$ cat src/rtl/adder_stim_gen.sv
`default_nettype none
// ============================================================================
//  Module      : adder_stim_gen
//  Description : Parametrised operand generator for the adder test harnesses.
//                Emits A, B, cin and the registered expected sum
//                exp_sum = A + B + cin in one of four sequence modes:
//                  0 COUNT      : A = k mod 2^WIDTH, B = 0, cin = 0
//                                 (NUM_VECTORS vectors)
//                  1 EXHAUSTIVE : {cin,B,A} = k (2^(2*WIDTH+1) vectors)
//                  2 RANDOM     : fields of a 32-bit Galois LFSR,
//                                 x^32+x^22+x^2+x+1 (NUM_VECTORS vectors)
//                  3 WALK       : walking one on A, complement on B,
//                                 first cin=0 then cin=1 (2*WIDTH vectors)
//                A run is started with a start pulse in IDLE and is paced
//                by en. done pulses once after the last vector.
//  Revision    : 1.0 - initial release
// ----------------------------------------------------------------------------
//  Parameters
//    WIDTH       operand width, 1..15
//    NUM_VECTORS vector count for COUNT and RANDOM, >= 1
//    LFSR_SEED   LFSR load value (zero is replaced by 32'h1)
//  Ports
//    clk      in   rising-edge clock
//    rst      in   asynchronous active-low reset
//    start    in   one-cycle start pulse, sampled only in IDLE
//    mode     in   sequence mode, latched on an accepted start
//    en       in   advance enable while running
//    A, B     out  operands (WIDTH bits)
//    cin      out  carry-in
//    exp_sum  out  expected sum (WIDTH+1 bits), aligned with A/B/cin
//    valid    out  a new vector is presented this cycle
//    busy     out  a run is in progress (start edge through done cycle)
//    done     out  one-cycle pulse after the last vector
//  Build option
//    NEGEDGE_LAUNCH_EN  when defined, A, B, cin, exp_sum and valid are
//                       relaunched from the falling edge (half-cycle of
//                       setup for a rising-edge DUT). done/busy unaffected.
// ============================================================================
module adder_stim_gen #(
  parameter int          WIDTH       = 4,
  parameter int          NUM_VECTORS = 16,
  parameter logic [31:0] LFSR_SEED   = 32'hACE10001
) (
  input  logic             clk,
  input  logic             rst,
  input  logic             start,
  input  logic [1:0]       mode,
  input  logic             en,
  output logic [WIDTH-1:0] A,
  output logic [WIDTH-1:0] B,
  output logic             cin,
  output logic [WIDTH:0]   exp_sum,
  output logic             valid,
  output logic             busy,
  output logic             done
);

  // --------------------------------------------------------------------------
  // Constants
  // --------------------------------------------------------------------------
  localparam logic [1:0] c_mode_count = 2'd0;
  localparam logic [1:0] c_mode_exh   = 2'd1;
  localparam logic [1:0] c_mode_rand  = 2'd2;
  localparam logic [1:0] c_mode_walk  = 2'd3;

  // An all-zero seed would lock the LFSR, so it is replaced by 1.
  localparam logic [31:0] c_seed = (LFSR_SEED == 32'd0) ? 32'd1 : LFSR_SEED;

  // Low-order terms x^22 + x^2 + x + 1 of the feedback polynomial; the
  // LFSR step is a multiply by x modulo the polynomial.
  localparam logic [31:0] c_poly_mask = 32'h0040_0007;

  // Run lengths per mode. WIDTH <= 15 keeps 2^(2*WIDTH+1) within 32 bits.
  localparam logic [31:0] c_total_count = 32'(NUM_VECTORS);
  localparam logic [31:0] c_total_exh   = 32'd1 << (2 * WIDTH + 1);
  localparam logic [31:0] c_total_walk  = 32'(2 * WIDTH);

  localparam logic [WIDTH-1:0] c_one = WIDTH'(1);

  // --------------------------------------------------------------------------
  // State machine
  // --------------------------------------------------------------------------
  typedef enum logic [1:0] {
    S_IDLE = 2'd0,
    S_RUN  = 2'd1,
    S_DONE = 2'd2
  } state_t;

  state_t            r_state;
  state_t            w_state_nxt;

  logic [1:0]        r_mode;
  logic [31:0]       r_idx;
  logic [31:0]       r_lfsr;

  logic [WIDTH-1:0]  r_a;
  logic [WIDTH-1:0]  r_b;
  logic              r_cin;
  logic [WIDTH:0]    r_sum;
  logic              r_valid;
  logic              r_busy;
  logic              r_done;

  logic              w_load;     // accepted start: latch mode, rewind sequence
  logic              w_emit;     // register the next vector on this edge
  logic              w_last;     // the vector about to be emitted is the last
  logic [31:0]       w_total;
  logic [31:0]       w_walk_i;
  logic [31:0]       w_lfsr_step;

  logic [WIDTH-1:0]  w_nxt_a;
  logic [WIDTH-1:0]  w_nxt_b;
  logic              w_nxt_cin;
  logic [WIDTH:0]    w_nxt_sum;

  always_ff @(posedge clk or negedge rst) begin
    if (!rst) begin
      r_state <= S_IDLE;
    end else begin
      r_state <= w_state_nxt;
    end
  end

  // The done pulse is the cycle after the DONE state; a start arriving in
  // that cycle still belongs to the finishing run and is ignored.
  always_comb begin
    w_state_nxt = r_state;
    w_load      = 1'b0;
    w_emit      = 1'b0;
    case (r_state)
      S_IDLE: begin
        if (start && !r_done) begin
          w_state_nxt = S_RUN;
          w_load      = 1'b1;
        end
      end
      S_RUN: begin
        if (en) begin
          w_emit = 1'b1;
          if (w_last) begin
            w_state_nxt = S_DONE;
          end
        end
      end
      S_DONE: begin
        w_state_nxt = S_IDLE;
      end
      default: begin
        w_state_nxt = S_IDLE;
      end
    endcase
  end

  // --------------------------------------------------------------------------
  // Sequence length and next-vector generation
  // --------------------------------------------------------------------------
  always_comb begin
    w_total = c_total_count;
    case (r_mode)
      c_mode_count: w_total = c_total_count;
      c_mode_exh:   w_total = c_total_exh;
      c_mode_rand:  w_total = c_total_count;
      c_mode_walk:  w_total = c_total_walk;
      default:      w_total = c_total_count;
    endcase
  end

  assign w_last = (r_idx == (w_total - 32'd1));

  assign w_lfsr_step = {r_lfsr[30:0], 1'b0} ^ (r_lfsr[31] ? c_poly_mask : 32'd0);

  // WALK visits bit positions 0..WIDTH-1 twice; the second pass has cin=1.
  assign w_walk_i = (r_idx >= 32'(WIDTH)) ? (r_idx - 32'(WIDTH)) : r_idx;

  always_comb begin
    w_nxt_a   = '0;
    w_nxt_b   = '0;
    w_nxt_cin = 1'b0;
    case (r_mode)
      c_mode_count: begin
        w_nxt_a = r_idx[WIDTH-1:0];
      end
      c_mode_exh: begin
        {w_nxt_cin, w_nxt_b, w_nxt_a} = r_idx[2*WIDTH:0];
      end
      c_mode_rand: begin
        w_nxt_a   = r_lfsr[WIDTH-1:0];
        w_nxt_b   = r_lfsr[2*WIDTH-1:WIDTH];
        w_nxt_cin = r_lfsr[31];
      end
      default: begin
        w_nxt_a   = c_one << w_walk_i;
        w_nxt_b   = ~(c_one << w_walk_i);
        w_nxt_cin = (r_idx >= 32'(WIDTH));
      end
    endcase
  end

  // Computed from the same next-vector values that load A/B/cin, so the
  // expected sum is never a cycle apart from its operands.
  assign w_nxt_sum = {1'b0, w_nxt_a} + {1'b0, w_nxt_b} + {{WIDTH{1'b0}}, w_nxt_cin};

  // --------------------------------------------------------------------------
  // Datapath registers
  // --------------------------------------------------------------------------
  always_ff @(posedge clk or negedge rst) begin
    if (!rst) begin
      r_mode  <= c_mode_count;
      r_idx   <= 32'd0;
      r_lfsr  <= c_seed;
      r_a     <= '0;
      r_b     <= '0;
      r_cin   <= 1'b0;
      r_sum   <= '0;
      r_valid <= 1'b0;
      r_busy  <= 1'b0;
      r_done  <= 1'b0;
    end else begin
      r_valid <= w_emit;
      r_done  <= (r_state == S_DONE);
      r_busy  <= (w_state_nxt != S_IDLE) || (r_state == S_DONE);
      if (w_load) begin
        r_mode <= mode;
        r_idx  <= 32'd0;
        r_lfsr <= c_seed;
      end else if (w_emit) begin
        r_a   <= w_nxt_a;
        r_b   <= w_nxt_b;
        r_cin <= w_nxt_cin;
        r_sum <= w_nxt_sum;
        r_idx <= r_idx + 32'd1;
        if (r_mode == c_mode_rand) begin
          r_lfsr <= w_lfsr_step;
        end
      end
    end
  end

  assign busy = r_busy;
  assign done = r_done;

  // --------------------------------------------------------------------------
  // Output launch
  // --------------------------------------------------------------------------
`ifdef NEGEDGE_LAUNCH_EN
  logic [WIDTH-1:0] r_neg_a;
  logic [WIDTH-1:0] r_neg_b;
  logic             r_neg_cin;
  logic [WIDTH:0]   r_neg_sum;
  logic             r_neg_valid;

  always_ff @(negedge clk or negedge rst) begin
    if (!rst) begin
      r_neg_a     <= '0;
      r_neg_b     <= '0;
      r_neg_cin   <= 1'b0;
      r_neg_sum   <= '0;
      r_neg_valid <= 1'b0;
    end else begin
      r_neg_a     <= r_a;
      r_neg_b     <= r_b;
      r_neg_cin   <= r_cin;
      r_neg_sum   <= r_sum;
      r_neg_valid <= r_valid;
    end
  end

  assign A       = r_neg_a;
  assign B       = r_neg_b;
  assign cin     = r_neg_cin;
  assign exp_sum = r_neg_sum;
  assign valid   = r_neg_valid;
`else
  assign A       = r_a;
  assign B       = r_b;
  assign cin     = r_cin;
  assign exp_sum = r_sum;
  assign valid   = r_valid;
`endif

endmodule
`default_nettype wire

$ cat config.mk
export PLATFORM = sky130hd
export DESIGN_NAME = adder_stim_gen
export DESIGN_NICKNAME = d
export VERILOG_FILES = /design/src/rtl/adder_stim_gen.sv
export SDC_FILE = /design/constraint.sdc
export NUM_CORES = 1
export LEC_CHECK = 0
export ABC_CLOCK_PERIOD_IN_PS = 6050
export BUFFER_PORTS_ARGS = -buffer_cell sky130_fd_sc_hd__buf_4
export CAP_MARGIN = 20
export CORE_AREA = 2 2 129 131
export CTS_CLUSTER_DIAMETER = 80
export DETAILED_ROUTE_END_ITERATION = 6
export DIE_AREA = 0 0 131 133
export REMOVE_ABC_BUFFERS = 1
export SYNTH_ARGS = -nofsm -noshare
export SYNTH_HDL_FRONTEND = slang
export SYNTH_SLANG_ARGS = --single-unit
$ cat constraint.sdc
create_clock -name clk -period 6.05 [get_ports clk]
set_input_delay 1.5125 -clock clk [delete_from_list [all_inputs] [get_ports clk]]
set_output_delay 1.5125 -clock clk [all_outputs]
set_load 0.005 [all_outputs]
==> impl_metrics.json <==
{
  "status": "finished, final reports clean",
  "power.switching_mw": 0.9095,
  "path_class": "reg2reg",
  "cts_tree": "yes",
  "cp-startpoint": "r_idx[8]$_DFFE_PN0P_",
  "critPathBufInv": 0,
  "pwr-share-clk_pct": 24.5,
  "overflow": 0,
  "dieArea_um2": 17420,
  "htreeDepth": 3,
  "cts_root_buf": "clkbuf_16",
  "pwr_density_cell_nw_per_um2": 450.7,
  "ys_top_cells_by_count": "nand2_1, dfrtp_1, nor2_1, o21ai_0, clkbuf_1",
  "swShare_pct": 37.41,
  "crit_slowest_cell": "or4_1",
  "synth-seq-cells": 85,
  "fin_crit_sh_pct": 76.51,
  "place_congestion": 0.8742,
  "p_int_mw": 1.522,
  "setup_viol": 0,
  "timing.fmax_ghz": 0.2160,
  "ios": 23,
  "cp_top_family": "simple AND/OR/NAND/NOR gates",
  "synth_area_um2": 4741,
  "synth-async-reset-ratio_pct": 100.0,
  "layout-drive-gt1-share_pct": 11.59,
  "dr.first_iter.drc_count": 234,
  "tns_ns": 0,
  "maxCapViolations": 0,
  "grt_pass1_wl_um": 18890,
  "routed_wl_um": 11040,
  "cp.arrival_ns": 4.90,
  "fillers": 1677,
  "postCtsSetupBuffers": 0,
  "crit_top_cell": "fa_1",
  "avgSynthCellArea_um2": 8.683,
  "cts_buffers": 9,
  "hold_violations": 0,
  "start_util_pct": 29.32,
  "die_x_um": 131,
  "synth_ff_type": "dfrtp_1",
  "clk_pin_slew_ns": 0.07,
  "yosys-top-cells-area": "dfrtp_1, nand2_1, o21ai_0",
  "rsz0062_at_grt": "false",
  "min_from": "r_lfsr[26]$_DFFE_PN1P_",
  "vias": 3888,
  "diodes": 0,
  "synth_edf_count": 0,
  "clockBufferDepth": 2,
  "synthCells": 546,
  "end_kind": "flip-flop",
  "whs_ns": 0.4791,
  "synth.top_cell.area_share_pct": 40.12,
  "die_h_um": 133,
  "cp-start-kind": "flip-flop",
  "dp_hpwl_um": 7624,
  "crit_path_max_incr_delay_ns": 0.75,
  "grt_pass1_vias": 3753,
  "crit_chain": "or4_1 -> nor4_4 -> o2111ai_1 -> a2111oi_0 -> and3_1 -> nand4_1 -> nor3_1 -> nor2_1 -> fa_1 -> fa_1 -> nor2b_1 -> o21ai_0 -> a21oi_1",
  "p_leak_nw": 2.280,
  "clkLatencyLatePin_ns": 0.35,
  "seqPwrFrac_pct": 36.8,
  "dr.pass1.iters": 5,
  "hp-class": "reg2reg",
  "worstMarginPinSlew_ns": 0.7051,
  "antenna_found_initial": 0,
  "drc": 0,
  "worst_ep_required_time_ns": 6.32,
  "max_slew_margin_pct": 52.56,
  "r2r_start": "r_idx[8]$_DFFE_PN0P_",
  "yosys.area.top_type": "dfrtp_1",
  "min_period_ns": 4.629,
  "synth_cell_type_count": 59,
  "core_um2": 16170,
  "pwr-share-comb_pct": 38.7,
  "ant_nets": 0,
  "cp_max_fo": 9,
  "finClkSkew_ns": 0.01084,
  "grt_use_total_pct": 13.60,
  "drv_slew": 0,
  "yosysWarningCount": 0,
  "peakVddDrop_mv": 0.1959,
  "grt_max_degree": 65,
  "yosysMostFrequentCell": "nand2_1",
  "cts_sinks": 85,
  "synthToLayoutAreaGrowth_pct": 13.78,
  "cts_resized": 0,
  "num_rows": 47,
  "io_buffers": 22,
  "ys_seq_area_share_pct": 45.10,
  "wl_per_cell_um": 14.30,
  "cts_hold_buffers": 0,
  "nets": 564,
  "vias_per_cell": 5.036
}
[path summary, 6_finish.rpt]
| check | end | slack [ns] | depth (start not counted) |
|---|---|---|---|
| max in group asynchronous | r_state[0]$_DFF_PN0_ | 3.92 | 2 |
| worst max-delay path | exp_sum[4]$_DFFE_PN0P_ | 1.42 | 13 |
| worst min register to register | r_lfsr[27]$_DFFE_PN1P_ | 0.48 | 2 |
| worst max register to register | exp_sum[4]$_DFFE_PN0P_ | 1.42 | 13 |
| worst min-delay path | r_lfsr[27]$_DFFE_PN1P_ | 0.48 | 2 |
| min in group asynchronous | r_idx[19]$_DFFE_PN0P_ | 1.13 | 1 |
[through the flow]
| stage | std cells | power [mW] | utilization, % | setup slack, ns | cell area (um^2) |
|---|---|---|---|---|---|
| final | 772 | 2.431 | 33.35 | 1.421 | 5394 |
| after global routing | 772 | 2.632 | 33.35 | 1.088 | 5394 |
| after detailed placement | 756 | 1.841 | 31.39 | 1.484 | 5076 |
| after floorplan | 510 | 1.532 | - | 0.5382 | 4594 |
| after global placement | 756 | 1.827 | 31.39 | 1.535 | 5076 |
| after CTS | 772 | 2.452 | 33.35 | 1.434 | 5394 |
[layout make-up]
cell class                      instances  area [um^2]  share of cell area, %
Clock buffer                           11        232.7                  4.315
Clock inverter                          5        85.08                  1.577
Inverter                               12        45.04                 0.8351
Multi-Input combinational cell        413         2422                  44.91
Sequential cell                        85         2138                  39.64
Tap cell                              220        275.3                  5.103
Timing Repair Buffer                   26        195.2                  3.619
[flip-flops by register name (all words and copies together) (netlist names)]
register / flops
r_lfsr: 32
done: 1
r_state: 2
B: 4
busy: 1
r_idx: 32
A: 4
valid: 1
exp_sum: 5
r_mode: 2
cin: 1
[placed cells by master, fill, tap and decap left out, drive strengths merged, types with 3 or more instances in the layout]
| master | instances |
|---|---|
| o31ai | 5 |
| nor4 | 7 |
| buf | 26 |
| inv | 13 |
| and4 | 3 |
| a21oi | 18 |
| and4b | 4 |
| a22o | 3 |
| nor4b | 3 |
| nor2b | 6 |
| ha | 9 |
| nand2b | 4 |
| or3 | 12 |
| nor3 | 14 |
| dfrtp | 76 |
| nand3 | 18 |
| and2 | 7 |
| nand4 | 10 |
| nor2 | 58 |
| o21ai | 58 |
| and3 | 10 |
| clkbuf | 11 |
| a31oi | 4 |
| or4 | 7 |
| xor2 | 14 |
| nand2 | 90 |
| xnor2 | 15 |
| or2 | 3 |
| dfstp | 9 |
[kinds of logic after synthesis]
logic type               after synthesis  synth area share [%]
adder cells (fa/ha/maj)               11                 3.220
AND/OR/NAND/NOR                      263                 28.40
AO/OA/AOI/OAI                        108                 13.41
multiplexers                           2                0.4750
XOR/XNOR                              29                 5.358
buffers and inverters                 48                 4.038
flip-flops                            85                 45.10
[routing by layer]
metal	track usage, %	vias to the layer above	wire, um
li1	-	1902	-
met1	18.71	1890	5251
met2	20.50	81	5105
met3	3.558	15	505
met4	5.024	0	180
met5	0	-	0
[worst reg2reg max path, cell delays in order (launching register included)]
cell and delay (ns):
dfrtp_1 0.48, or4_1 0.75, nor4_4 0.38, o2111ai_1 0.17, a2111oi_0 0.61, and3_1 0.26, nand4_1 0.16, nor3_1 0.38
nor2_1 0.13, fa_1 0.47, fa_1 0.41, nor2b_1 0.12, o21ai_0 0.07, a21oi_1 0.14
[power groups by stage]
stage,sequential [mW],clock [mW],combinational (mW)
after floorplan,0.863,0,0.668
after global placement,0.898,0,0.930
after detailed placement,0.906,0,0.934
after CTS,0.896,0.609,0.947
after global routing,0.920,0.637,1.07
final,0.895,0.596,0.940
Power figures use the tool's default switching activity.
